==> config.mk <==
export PLATFORM = sky130hd
export DESIGN_NAME = operand_entry_ctrl
export DESIGN_NICKNAME = d
export VERILOG_FILES = /design/src/rtl/operand_entry_ctrl.sv
export SDC_FILE = /design/constraint.sdc
export NUM_CORES = 1
export LEC_CHECK = 0
export CORE_UTILIZATION = 53
export DETAILED_ROUTE_END_ITERATION = 7
export GPL_TIMING_DRIVEN = 0
export PLACE_DENSITY = 0.74
export SLEW_MARGIN = 20
export SYNTH_ARGS = -nofsm -noshare
export SYNTH_HDL_FRONTEND = slang
export SYNTH_SLANG_ARGS = --single-unit
export TNS_END_PERCENT = 10
==> constraint.sdc <==
create_clock -name clk -period 2.7 [get_ports clk]
set_input_delay 0.81 -clock clk [delete_from_list [all_inputs] [get_ports clk]]
set_output_delay 0.81 -clock clk [all_outputs]
set_load 0.005 [all_outputs]
==> src/rtl/operand_entry_ctrl.sv <==
// Front-panel operand entry: synchronizes switches and buttons, debounces the buttons and
// steps ENTER_A -> ENTER_B -> SHOW. Optional OPERAND_LIVE_PREVIEW_EN shows synced switches live.
module operand_entry_ctrl #(
    parameter int DEBOUNCE_CYCLES = 500000,
    parameter int CNT_W           = 19
) (
    input  logic       clk,
    input  logic       rst_n,
    input  logic [3:0] sw,
    input  logic       sw_op,
    input  logic       key_enter_n,
    input  logic       key_clear_n,
    output logic [3:0] a0,
    output logic [3:0] a1,
    output logic       s,
    output logic [2:0] state_led,
    output logic       valid
);

    localparam logic [1:0] ST_ENTER_A = 2'd0;
    localparam logic [1:0] ST_ENTER_B = 2'd1;
    localparam logic [1:0] ST_SHOW    = 2'd2;

    localparam logic [CNT_W-1:0] DB_LAST = CNT_W'(DEBOUNCE_CYCLES - 1);

    // Button vectors: bit 0 is enter, bit 1 is clear.
    logic [1:0]            key_s1_q, key_s1_d;
    logic [1:0]            key_s2_q, key_s2_d;
    logic [1:0][CNT_W-1:0] cnt_q, cnt_d;
    logic [1:0]            db_q, db_d;
    logic [1:0]            db_prev_q, db_prev_d;
    logic [1:0]            press_q, press_d;

    // Switch vector: {sw_op, sw}.
    logic [4:0]            sw_s1_q, sw_s1_d;
    logic [4:0]            sw_s2_q, sw_s2_d;

    logic [1:0]            state_q, state_d;
    logic [3:0]            a0_q, a0_d;
    logic [3:0]            a1_q, a1_d;
    logic                  s_q, s_d;
    logic                  valid_q, valid_d;

    always_comb begin
        key_s1_d  = {key_clear_n, key_enter_n};
        key_s2_d  = key_s1_q;
        sw_s1_d   = {sw_op, sw};
        sw_s2_d   = sw_s1_q;
        db_d      = db_q;
        cnt_d     = '0;
        // The counter restarts whenever the synced level agrees with db again.
        for (int i = 0; i < 2; i++) begin
            if (key_s2_q[i] != db_q[i]) begin
                if (cnt_q[i] == DB_LAST) begin
                    db_d[i] = key_s2_q[i];
                end else begin
                    cnt_d[i] = cnt_q[i] + 1'b1;
                end
            end
        end
        db_prev_d = db_q;
        press_d   = db_prev_q & ~db_q;
    end

    always_comb begin
        state_d = state_q;
        a0_d    = a0_q;
        a1_d    = a1_q;
        s_d     = s_q;
        // Clear dominates a simultaneous enter.
        if (press_q[1]) begin
            state_d = ST_ENTER_A;
            a0_d    = 4'd0;
            a1_d    = 4'd0;
            s_d     = 1'b0;
        end else if (press_q[0]) begin
            case (state_q)
                ST_ENTER_A: begin
                    a0_d    = sw_s2_q[3:0];
                    state_d = ST_ENTER_B;
                end
                ST_ENTER_B: begin
                    a1_d    = sw_s2_q[3:0];
                    s_d     = sw_s2_q[4];
                    state_d = ST_SHOW;
                end
                default: state_d = ST_ENTER_A;
            endcase
        end
        valid_d = (state_d == ST_SHOW);
    end

    always_ff @(posedge clk) begin
        if (!rst_n) begin
            key_s1_q  <= 2'b11;
            key_s2_q  <= 2'b11;
            cnt_q     <= '0;
            db_q      <= 2'b11;
            db_prev_q <= 2'b11;
            press_q   <= 2'b00;
            sw_s1_q   <= 5'd0;
            sw_s2_q   <= 5'd0;
            state_q   <= ST_ENTER_A;
            a0_q      <= 4'd0;
            a1_q      <= 4'd0;
            s_q       <= 1'b0;
            valid_q   <= 1'b0;
        end else begin
            key_s1_q  <= key_s1_d;
            key_s2_q  <= key_s2_d;
            cnt_q     <= cnt_d;
            db_q      <= db_d;
            db_prev_q <= db_prev_d;
            press_q   <= press_d;
            sw_s1_q   <= sw_s1_d;
            sw_s2_q   <= sw_s2_d;
            state_q   <= state_d;
            a0_q      <= a0_d;
            a1_q      <= a1_d;
            s_q       <= s_d;
            valid_q   <= valid_d;
        end
    end

    always_comb begin
        case (state_q)
            ST_ENTER_B: state_led = 3'b010;
            ST_SHOW:    state_led = 3'b100;
            default:    state_led = 3'b001;
        endcase
    end

    assign valid = valid_q;

`ifdef OPERAND_LIVE_PREVIEW_EN
    assign a0 = (state_q == ST_ENTER_A) ? sw_s2_q[3:0] : a0_q;
    assign a1 = (state_q == ST_ENTER_B) ? sw_s2_q[3:0] : a1_q;
    assign s  = (state_q == ST_ENTER_B) ? sw_s2_q[4]   : s_q;
`else
    assign a0 = a0_q;
    assign a1 = a1_q;
    assign s  = s_q;
`endif

endmodule

==> flow_summary_export.csv, run 1 <==
group,metric,value,unit
clocking,htreeDepth,3,
global_routing,antenna_found_initial,0,
layout,layout_common_cells,"dfxtp_1, nor2_1, nand3_1, nand2_1, clkdlybuf4s50_1",
worst_setup_path,arrival,1.65,ns
clocking,cts_hold_buf,0,
yosys,synth_nets,330,
worst_setup_path,reg2reg_depth,6,
die,dieWidth,75.96,microns
die,ios,22,
drt,ant_nets,0,
clocking,clock_latency,0.34,ns
worst_setup_path,startpoint,"state_q[0]",
drt,drtIter0Drc,76,
sta,period_needed,2.464,ns
worst_setup_path,crit_fanout,4,
yosys,synthFlopType,"dfxtp_1",
sta,setup-violations-final,0,
drt,drt-vias-per-instance,5.304,
hold_path,hold_path.class,"register to register",
clocking,cts_buffers,9,
placement,pre_cts_ws,0.1730,ns
layout,nNetsFinal,362,
yosys,synth_seq_area_share,48.34,%
layout,final_cells,421,
placement,gp_congestion,0.8042,
clocking,clk_pin_slew,0.07,ns
clocking,cts_root_buffer,"clkbuf_8",
drt,num_vias,2233,
power,p_total,2135,uW
global_routing,grt_max_degree,13,
hold_path,hold-path-cell-count,2,
worst_setup_path,critical_path_class,"register to output pin",
die,die_area,0.005770,sq mm
drt,drc,0,
global_routing,grt_pass1_wl,8956,microns
drt,drt_wl_total,5251,microns
clocking,clockBufferDepth,2,
worst_setup_path,r2r_start,"cnt_q[0]",
sta,timing.final.hold_violations,0,
global_routing,grt-ovfl-total,0,
die,core_area,0.005172,sq mm
layout,drive_gt1_share,10.26,%
die,chipHeight,75.96,microns
drt,drtPass1Iterations,4,
clocking,cts.sinks,70,
outcome,status,"finished clean",
die,std_cell_rows,26,
yosys,syn_area,0.002899,sq mm
placement,port_buffers,21,
placement,dp.cells,405,
sta,worst_slack,0.2362,ns
run,maxCapViolations,0,
yosys,synth-compound-area-share,6.042,%
yosys,synth_top_family_by_area,"simple AND/OR/NAND/NOR gates",
layout,synthToLayoutAreaGrowth,19.12,%
global_routing,grt_pass1_vias,2090,
clocking,cts_tree,"yes",
yosys,synth-edff-count,0,
layout,antenna_cells,0,
power,powerDensity,618.3,mW/mm^2
sta,skew,0.007234,ns
power,leakagePower,0.001126,uW
yosys,synth_mux_area_share,1.424,%
sta,rsz0062_at_grt,"no",
clocking,ctsResizeCount,0,
power,vdd_drop_max,0.4373,mV
yosys,synthAdderAreaFrac,3.021,%
yosys,netlist_instances,314,
placement,dp_hpwl,3584,microns
sta,timing.setup.tns,0,ns
yosys,synth_xor_area_share,8.459,%
worst_setup_path,cp-end-kind,"output pin",
sta,slew_viol_final,0,
sta,fin_crit_sh,91.25,%
worst_setup_path,worst-endpoint-required,1.89,ns
sta,max_freq,405.9,MHz
hold_path,min_from,"db_prev_q[1]",
clocking,cts_setup_buffers,0,
yosys,synth-simple-area-share,29.52,%
worst_setup_path,startpoint_type,"register",
layout,final_common_cell,"dfxtp_1",
yosys,avgSynthCellArea,9.233,sq um
die,start_util,56.05,%
drt,wl_per_cell,12.47,microns
yosys,synthArstFlopShare,0,%
yosys,yosysWarnings,0,
global_routing,grtUsageTotal,19.68,%
sta,slew_headroom,66.40,%
yosys,synth.distinct_cells,38,
sta,tightest_slew,0.5025,ns
yosys,ys_ff_latch,70,
power breakdown:
part	switching [uW]	internal (uW)
registers	4.45	1040
logic	16.4	18.6
clock network	390	664
synthesized netlist by cell type, types with 2 or more instances:
cell      number  area [sq um]
nor3_1         7         35.03
inv_1         11         41.29
dfxtp_1       70          1401
xnor2_1       18         157.7
nor4_1         5         31.28
o31ai_1        2         15.01
buf_2          5         25.02
nand4_1       13         81.33
or3_4          2         22.52
or4_1          3         22.52
clkbuf_1       4         15.01
xor2_1        10         87.58
nand3_1       24         120.1
a21oi_1       16         80.08
nor3b_1        2         15.01
nand2_1       21         78.83
o21ai_0        5         25.02
nor4b_1        6         52.55
and2_1        10         62.56
nand2b_1       9         56.30
mux2i_1        3         30.03
nor4_2         2         25.02
or3_1          4         25.02
o211ai_2       2         25.02
ha_1           7         87.58
nand4_2        2         25.02
nor2_1        38         142.6
a21o_1         2         15.01
nand3_2        2         20.02
critical path, cell delays in order, from the launching register on:
cell	delay (ns)
dfxtp_1	0.38
inv_1	0.10
ha_1	0.30
inv_1	0.05
clkdlybuf4s50_1	0.48
cells by family after synthesis:
| kind of cell | count (synthesis) |
|---|---|
| buffers and inverters | 21 |
| flip-flops | 70 |
| XOR/XNOR | 28 |
| AND/OR/NAND/NOR | 155 |
| AO/OA/AOI/OAI | 29 |
| adder cells (fa/ha/maj) | 7 |
| multiplexers | 4 |
layout make-up:
type / instances / area (sq um)
Tap cell: 70 / 87.58
Inverter: 11 / 41.29
Clock inverter: 5 / 105.1
Multi-Input combinational cell: 223 / 1405
Timing Repair Buffer: 21 / 210.2
Clock buffer: 11 / 151.4
Fill cell: 412 / 1719
Sequential cell: 70 / 1401
Buffer: 10 / 51.30
per-layer routing:
| metal | vias up | track usage (%) | share of wire [%] | wire length (microns) |
|---|---|---|---|---|
| met2 | 39 | 32.27 | 48 | 2510 |
| met1 | 1038 | 23.55 | 47 | 2492 |
| met5 | - | 0 | 0 | 0 |
| li1 | 1152 | - | - | - |
| met3 | 4 | 6.867 | 3.9 | 203 |
| met4 | 0 | 7.885 | 0.84 | 44 |
stage by stage:
step / instance area, sq um / utilization, % / hold WS [ns]
2_1_floorplan: 2899 / - / 0.3863
3_3_place_gp: 3197 / 61.80 / 0.3902
3_5_place_dp: 3197 / 61.80 / 0.4018
4_1_cts: 3453 / 66.76 / 0.4051
5_1_grt: 3453 / 66.76 / 0.4257
6_report: 3453 / 66.76 / 0.4041
final timing paths:
kind / end / slack [ns]
max: state_led[0] / 0.24
max reg2reg: cnt_q[0] / 0.73
min reg2reg: press_q[1] / 0.40
min: press_q[1] / 0.40
state kept, by name, indices dropped and copies added, names as in the netlist:
name,count
press_q,2
state_q,2
a1,4
s,1
db_prev_q,2
a0,4
sw_s2_q,5
key_s1_q,2
cnt_q,38
valid,1
key_s2_q,2
sw_s1_q,5
db_prev_d,2
Power figures use the tool's default switching activity.
==> inputs of run 2 (changes only) <==
--- a/config.mk
+++ b/config.mk
@@ -5,10 +5,11 @@
 export SDC_FILE = /design/constraint.sdc
 export NUM_CORES = 1
 export LEC_CHECK = 0
-export CORE_UTILIZATION = 53
+export CORE_UTILIZATION = 40
 export DETAILED_ROUTE_END_ITERATION = 7
 export GPL_TIMING_DRIVEN = 0
-export PLACE_DENSITY = 0.74
+export PLACE_DENSITY = 0.59
+export SETUP_SLACK_MARGIN = 0.15
 export SLEW_MARGIN = 20
 export SYNTH_ARGS = -nofsm -noshare
 export SYNTH_HDL_FRONTEND = slang
==> run 2 against run 1 <==
- sequential share of layout area up 0.59 points
- clock power decreased by 30%
- largest cell class unchanged
- count of clock-buffer cells in the layout did not move
- clock skew up 0.00051 ns
- first-iteration DRC count increased by 38%
- register-to-register slack hardly changed
- sequential power barely moved
- via count is 1.1% lower
- utilization decreased by 17 points
- maximum frequency grew 2.3%
- die area increased by 32%
- non-clock buffer count stayed put
==> flow_summary_export.csv, run 2 (synthesis gave the netlist of run 1 again) <==
group,metric,value,unit
sta,fin_crit_sh,89.19,%
layout,antenna_cells,0,
power,pwr-share-comb,2.0,%
global_routing,grt_pass1_wl,9487,microns
worst_setup_path,arrival,1.60,ns
clocking,cts_buffers,9,
drt,drtIter0Drc,105,
drt,wl_per_cell,11.63,microns
clocking,cts_root_buffer,"clkbuf_8",
worst_setup_path,crit_fanout,4,
clocking,clockBufferDepth,2,
power,pwr-share-clk,40.4,%
power,p_switching,396.0,uW
sta,worst_slack,0.2918,ns
global_routing,grtUsageTotal,16.04,%
layout,largest_register,"cnt_q",
sta,timing.final.hold_violations,0,
layout,nNetsFinal,362,
sta,slew_viol_final,0,
sta,slew_headroom,65.62,%
placement,gp_congestion,0.7660,
power,seqPwrFrac,57.6,%
die,start_util,41.97,%
sta,skew,0.007748,ns
drt,ant_nets,0,
placement,port_buffers,21,
power,vdd_drop_max,0.3099,mV
clocking,cts_tree,"yes",
layout,largest_register_ffs,38,
die,core_area,0.006907,sq mm
sta,timing.hold.ws,0.4094,ns
worst_setup_path,worst-endpoint-required,1.89,ns
run,maxCapViolations,0,
die,std_cell_rows,30,
global_routing,grt-ovfl-total,0,
layout,fill_cells,697,
drt,drt-vias-per-instance,4.942,
sta,tightest_slew,0.5142,ns
placement,dp_hpwl,3619,microns
drt,drt_wl_total,5199,microns
sta,rsz0062_at_grt,"no",
placement,dp.cells,431,
die,ios,22,
sta,period_needed,2.408,ns
layout,synthToLayoutAreaGrowth,17.52,%
power,internal_power,1420,uW
die,chipHeight,87.13,microns
drt,drc,0,
worst_setup_path,cp-end-kind,"output pin",
hold_path,hold_path.class,"register to register",
sta,setup-violations-final,0,
worst_setup_path,startpoint_type,"register",
global_routing,grt_max_degree,13,
outcome,status,"finished clean",
drt,drtPass1Iterations,4,
die,dieWidth,87.13,microns
power,leakagePower,0.001094,uW
worst_setup_path,critical_path_class,"register to output pin",
clocking,cts_setup_buffers,0,
sta,max_freq,415.2,MHz
drt,num_vias,2209,
global_routing,antenna_found_initial,0,
placement,pre_cts_ws,0.1138,ns
layout,largestRegisters,"cnt_q x38, sw_s1_q x5, sw_s2_q x5",
clocking,clock_latency,0.33,ns
layout,final_cells,447,
clocking,clk_pin_slew,0.08,ns
power,powerDensity,532.9,mW/mm^2
die,die_area,0.007592,sq mm
sta,timing.setup.tns,0,ns
clocking,cts.sinks,70,
layout,final_common_cell,"dfxtp_1",
power,sw_frac_of_total,21.81,%
layout,layout_common_cells,"dfxtp_1, nor2_1, nand3_1, nand2_1, clkdlybuf4s50_1",
global_routing,grt_pass1_vias,2061,
clocking,htreeDepth,3,
layout,drive_gt1_share,10.26,%
[run 2: repair_timing]
item                                    4_1_cts  5_1_grt
endpoints found under the setup margin        0        1
hold buffers                                  0        0
gates resized for setup                       0        1
[run 2: final timing paths]
kind           startpoint            to  slack [ns]  depth (start not counted)
max            state_q[1]  state_led[0]        0.29                          4
min reg2reg  db_prev_q[1]    press_q[1]        0.41                          2
max reg2reg      cnt_q[0]      cnt_q[7]        0.73                          6
min          db_prev_q[1]    press_q[1]        0.41                          2
[run 2: critical path: stages (launching register included)]
cell and delay (ns):
dfxtp_1 0.36, inv_1 0.10, ha_1 0.28, inv_1 0.05, clkdlybuf4s50_1 0.48
[run 2: per-layer routing]
| metal | vias to the layer above | routed length, microns | track usage (%) |
|---|---|---|---|
| li1 | 1148 | - | - |
| met1 | 1024 | 2703 | 21.45 |
| met2 | 29 | 2272 | 24.05 |
| met3 | 8 | 144 | 5.403 |
| met4 | 0 | 78 | 5.812 |
| met5 | - | 0 | 0 |
[run 2: stage by stage]
step / power (uW) / utilization [%] / area, sq um
2_1_floorplan: 1088 / - / 2899
3_3_place_gp: 1106 / 46.76 / 3229
3_5_place_dp: 1106 / 46.76 / 3229
4_1_cts: 1847 / 49.31 / 3406
5_1_grt: 1904 / 49.33 / 3407
6_report: 1816 / 49.33 / 3407
[run 2: power by group through the flow]
stage | clock network [uW] | logic (uW) | registers (uW)
global placement | 0 | 35.9 | 1070
floorplan | 0 | 18.2 | 1070
CTS | 765 | 36.5 | 1050
detailed placement | 0 | 36.0 | 1070
finish | 734 | 35.6 | 1050
global route | 816 | 40.3 | 1050
[run 2: layout make-up]
type                            instances  area (sq um)  area share, %
Buffer                                 10         51.30          1.506
Timing Repair Buffer                   21         210.2          6.170
Inverter                               11         41.29          1.212
Tap cell                               96         120.1          3.526
Clock inverter                          5         35.03          1.028
Sequential cell                        70          1403          41.17
Clock buffer                           11         141.4          4.150
Multi-Input combinational cell        223          1405          41.24
==> inputs of run 3 (changes only) <==
--- a/config.mk
+++ b/config.mk
@@ -5,6 +5,7 @@
 export SDC_FILE = /design/constraint.sdc
 export NUM_CORES = 1
 export LEC_CHECK = 0
+export ABC_AREA = 1
 export CORE_UTILIZATION = 40
 export DETAILED_ROUTE_END_ITERATION = 7
 export GPL_TIMING_DRIVEN = 0
==> run 3 against run 2 <==
- sequential share of layout area down 1.7 points
- global-route usage increased by 0.14 points
- register-to-register slack better by 0.26 ns
- hold slack worse by 0.00064 ns
- largest power group unchanged
==> flow_summary_export.csv, run 3 <==
group,metric,value,unit
outcome,status,"finished clean",
drt,drtPass1Iterations,4,
worst_setup_path,crit_fanout,4,
sta,max_freq,412.8,MHz
layout,final_common_cell,"nand2_1",
yosys,yosysMostFrequentCell,"nand2_1",
clocking,cts.sinks,70,
layout,drive_gt1_share,7.473,%
yosys,synth_xor_area_share,4.913,%
clocking,cts_root_buffer,"clkbuf_8",
yosys,ys_ff_latch,70,
yosys,yosysWarnings,0,
layout,largestRegisters,"cnt_q x38, sw_s1_q x5, sw_s2_q x5",
drt,wl_per_cell,9.998,microns
die,std_cell_rows,31,
power,leakagePower,0.001247,uW
clocking,clk_pin_slew,0.09,ns
clocking,cts_buffers,9,
yosys,post-synth-top-area-cell,"dfxtp_1",
layout,synthToLayoutAreaGrowth,17.18,%
yosys,synthTopCellsByCount,"nand2_1, nor2_1, dfxtp_1",
layout,largest_register_ffs,38,
worst_setup_path,cp-end-kind,"output pin",
clocking,clock_latency,0.35,ns
worst_setup_path,arrival,1.61,ns
worst_setup_path,slowest_stage,"clkdlybuf4s50_1",
sta,timing.setup.tns,0,ns
placement,gp_congestion,0.8269,
worst_setup_path,worstPathCellList,"inv_1 -> ha_1 -> inv_1 -> clkdlybuf4s50_1",
sta,period_needed,2.422,ns
global_routing,antenna_found_initial,0,
yosys,synthArstFlopShare,0,%
sta,tightest_slew,0.4218,ns
worst_setup_path,worstPathBufferInverterCount,3,
placement,port_buffers,21,
drt,ant_nets,0,
hold_path,hold_path.class,"register to register",
yosys,avgSynthCellArea,7.250,sq um
sta,slew_viol_final,0,
layout,layout_common_cells,"nand2_1, nor2_1, dfxtp_1, inv_1, a21oi_1",
power,p_total,1874,uW
die,die_area,0.007928,sq mm
clocking,cts_hold_buf,0,
sta,setup-violations-final,0,
sta,fin_crit_sh,89.72,%
worst_setup_path,critical_path_class,"register to output pin",
clocking,clockBufferDepth,2,
die,start_util,41.56,%
drt,num_vias,2507,
power,powerDensity,527.9,mW/mm^2
yosys,synth_mux_area_share,0,%
layout,antenna_cells,0,
worst_setup_path,cpMostUsedCell,"inv_1",
die,chipHeight,89.04,microns
yosys,synth-simple-area-share,33.69,%
global_routing,grt_pass1_vias,2292,
drt,drt_wl_total,5539,microns
clocking,cts_tree,"yes",
global_routing,grt-ovfl-total,0,
drt,drt-vias-per-instance,4.525,
sta,skew,0.007864,ns
global_routing,grt_max_degree,16,
yosys,synth.distinct_cells,23,
yosys,synthAdderAreaFrac,2.890,%
placement,pre_cts_ws,0.3667,ns
layout,largest_register,"cnt_q",
sta,slew_headroom,71.88,%
yosys,synth-compound-area-share,5.574,%
run,maxCapViolations,0,
sta,rsz0062_at_grt,"no",
die,ios,22,
placement,dp_hpwl,4056,microns
yosys,syn_area,0.003030,sq mm
power,vdd_drop_max,0.2233,mV
layout,nNetsFinal,466,
worst_setup_path,slowest_delay,0.48,ns
drt,drtIter0Drc,103,
drt,drc,0,
yosys,synth_top_family_by_area,"simple AND/OR/NAND/NOR gates",
global_routing,grtUsageTotal,16.18,%
sta,timing.final.hold_violations,0,
yosys,synthFlopType,"dfxtp_1",
yosys,netlist_instances,418,
yosys,synth_nets,434,
worst_setup_path,crit_family,"buffers and inverters",
die,core_area,0.007292,sq mm
yosys,yosys.area.top_type_share,46.24,%
worst_setup_path,startpoint_type,"register",
clocking,htreeDepth,3,
yosys,synth_seq_area_share,46.24,%
die,dieWidth,89.04,microns
worst_setup_path,worst-endpoint-required,1.89,ns
sta,worst_slack,0.2777,ns
layout,fill_cells,777,
yosys,synth-edff-count,0,
global_routing,grt_pass1_wl,9756,microns
yosys,synth_area_leaders,"dfxtp_1, nand2_1, nor2_1, inv_1, a21oi_1",
==> run 3: cells by family after synthesis <==
kind of cell / Yosys count
xor+xnor: 17
compound gates: 31
fa+ha+maj: 7
flops: 70
buf+inv: 51
simple gates: 242
==> run 3: through the flow <==
stage          hold slack (ns)  cell area, sq um  instances  util (%)
2_1_floorplan           0.3900              3030        418         -
3_3_place_gp            0.3944              3364        538     46.14
3_5_place_dp            0.3947              3364        538     46.14
4_1_cts                 0.4090              3550        554     48.68
5_1_grt                 0.4300              3551        554     48.70
6_report                0.4088              3551        554     48.70
==> run 3: final timing paths <==
| kind | end | startpoint | slack [ns] | depth (start not counted) |
|---|---|---|---|---|
| worst max-delay path | state_led[0] | state_q[0] | 0.28 | 4 |
| worst min-delay path | sw_s2_q[0] | sw_s1_q[0] | 0.41 | 2 |
| worst min register to register | sw_s2_q[0] | sw_s1_q[0] | 0.41 | 2 |
| worst max register to register | cnt_q[14] | cnt_q[0] | 0.99 | 7 |
==> run 3: metal layers <==
metal / global-route usage [%] / wire length, microns / vias to the layer above / share of wire [%]
met5: 0 / 0 / - / 0
met3: 3.509 / 185 / 11 / 3.3
li1: - / - / 1357 / -
met1: 20.45 / 2729 / 1107 / 49
met4: 9.524 / 110 / 0 / 2.0
met2: 25.52 / 2514 / 32 / 45
==> run 3: power by group <==
group | internal (uW) | leakage [uW] | switching (uW)
clock network | 350 | 0.0000888 | 440
logic | 19.0 | 0.000590 | 19.0
registers | 1040 | 0.000568 | 4.50
==> run 3: worst reg2reg max path, delay by kind of cell, from the launching register on <==
family,cells,cell delay [ns]
DFF,1,0.41
and+or+nand+nor,4,0.55
buffers and inverters,2,0.38
adders and majority gates,1,0.26
==> run 3: cell type report <==
cell class / count / area (sq um) / area share (%)
buffer: 4 / 26.28 / 0.7400
sequential: 70 / 1403 / 39.50
inverter: 47 / 176.4 / 4.968
tap: 99 / 123.9 / 3.488
clock inverter: 7 / 61.31 / 1.727
timing repair buffer: 21 / 210.2 / 5.920
clock buffer: 9 / 123.9 / 3.488
multi-input combinational: 297 / 1426 / 40.17
==> run 3: timing repair <==
action                                  CTS  global route
endpoints found under the setup margin    0             1
gates resized for setup                   0             1
buffers inserted                          0             0
==> RTL edit (flow settings as in run 3) <==
Remove the register `valid_q`: a continuous assignment takes its place, so the output `valid` follows one clock earlier.
--- a/src/rtl/operand_entry_ctrl.sv
+++ b/src/rtl/operand_entry_ctrl.sv
@@ -106,3 +106,2 @@
             s_q       <= 1'b0;
-            valid_q   <= 1'b0;
         end else begin
@@ -120,5 +119,6 @@
             s_q       <= s_d;
-            valid_q   <= valid_d;
         end
     end
+
+    assign valid_q = valid_d;
 
Check against the original RTL: no difference found for any inputs over 10 cycles, from zero or initial values and one cycle with rst_n low; that may be too few to reach the edited logic, so the function may still have changed.
==> RTL edit against run 3 <==
- count of clock-buffer cells in the layout is 1 higher
- routed wire length rose by 0.63%
- total power rose by 8.1%
- sequential cell count fell by 1
- non-clock buffer count rose by 1
- final area up 1.7%
- setup slack gained 0.0064 ns
- area after synthesis fell by 0.17%
- critical endpoint unchanged
==> RTL edit: results (changes against run 3) <==
status finished clean (unchanged); final hold slack 0.4071 ns (was 0.4088 ns); Worst R2R End cnt_q[2] (was cnt_q[14]); post-synth net total 431 (was 434); met3 Track Usage GR 5.633% (was 3.509%); dpl cell area 3359 sq um (was 3364 sq um); post-cts sizing count 3 (was 0); Fillers 757 (was 777); Syn Area/Cell 7.290 sq um (was 7.250 sq um); dpl cells 535 (was 538); post-CTS setup repair buffer count 1 (was 0); via-per-instance ratio 4.502 (was 4.525); Max IR drop VDD 277.8 uV (was 223.3 uV); Seq/Total Area, Yosys 45.66% (was 46.24%); Post-synth top cells 97 x nor2_1, 93 x nand2_1, 69 x dfxtp_1 (was 111 x nand2_1, 82 x nor2_1, 70 x dfxtp_1); met2 WL 2397 um (was 2514 um); Placer Congestion 0.8487 (was 0.8269); Post-Layout Cell Count 552 (was 554); max_slew headroom 72.60% (was 71.88%); Leakage 1.323 nW (was 1.247 nW); R2R setup slack 1.04 ns (was 0.99 ns); Clock power frac 47.1% (was 42.2%); wire length of the first global-routing pass 9570 um (was 9756 um); Hold Path End press_q[1] (was sw_s2_q[0]); hold_sp db_prev_q[1] (was sw_s1_q[0]); area used by multi-input combinational logic 1445 sq um (was 1426 sq um); Clock Skews 0.01275 ns (was 0.007864 ns); Detailed Place HPWL 4090 um (was 4056 um); GRT Overall Usage 15.79% (was 16.18%); Total Wirelength 5574 um (was 5539 um); largest net degree at the start of global routing 14 (was 16); Peak Freq 413.9 MHz (was 412.8 MHz); wl on met1 2827 um (was 2729 um); vias in the first global route 2202 (was 2292)
## RTL edit: cell types whose count changed in the layout (fill, tap and decap cells not counted), sizes merged, moves of 2 or more
cell | before | now
a21oi | 25 | 17
bufinv | 0 | 2
inv | 51 | 49
nand2 | 114 | 95
nor2 | 85 | 100
o21ai | 5 | 14
## RTL edit: layout make-up
| type | instances | share of cell area, % |
|---|---|---|
| Inverter | 48 | 4.990 |
| Timing Repair Buffer | 22 | 5.994 |
| Clock inverter | 6 | 2.599 |
| Multi-Input combinational cell | 294 | 40.02 |
| Sequential cell | 69 | 38.32 |
| Tap cell | 99 | 3.430 |
| Clock buffer | 10 | 3.812 |
| Buffer | 4 | 0.8316 |
## RTL edit: logic make-up (layout without fill, tap and decap cells)
group	Yosys count	after routing	synth area share [%]
compound gates	32	32	5.873
flops	69	69	45.66
simple gates	237	237	33.42
xor+xnor	18	18	5.211
fa+ha+maj	7	7	2.895
buf+inv	52	90	6.948
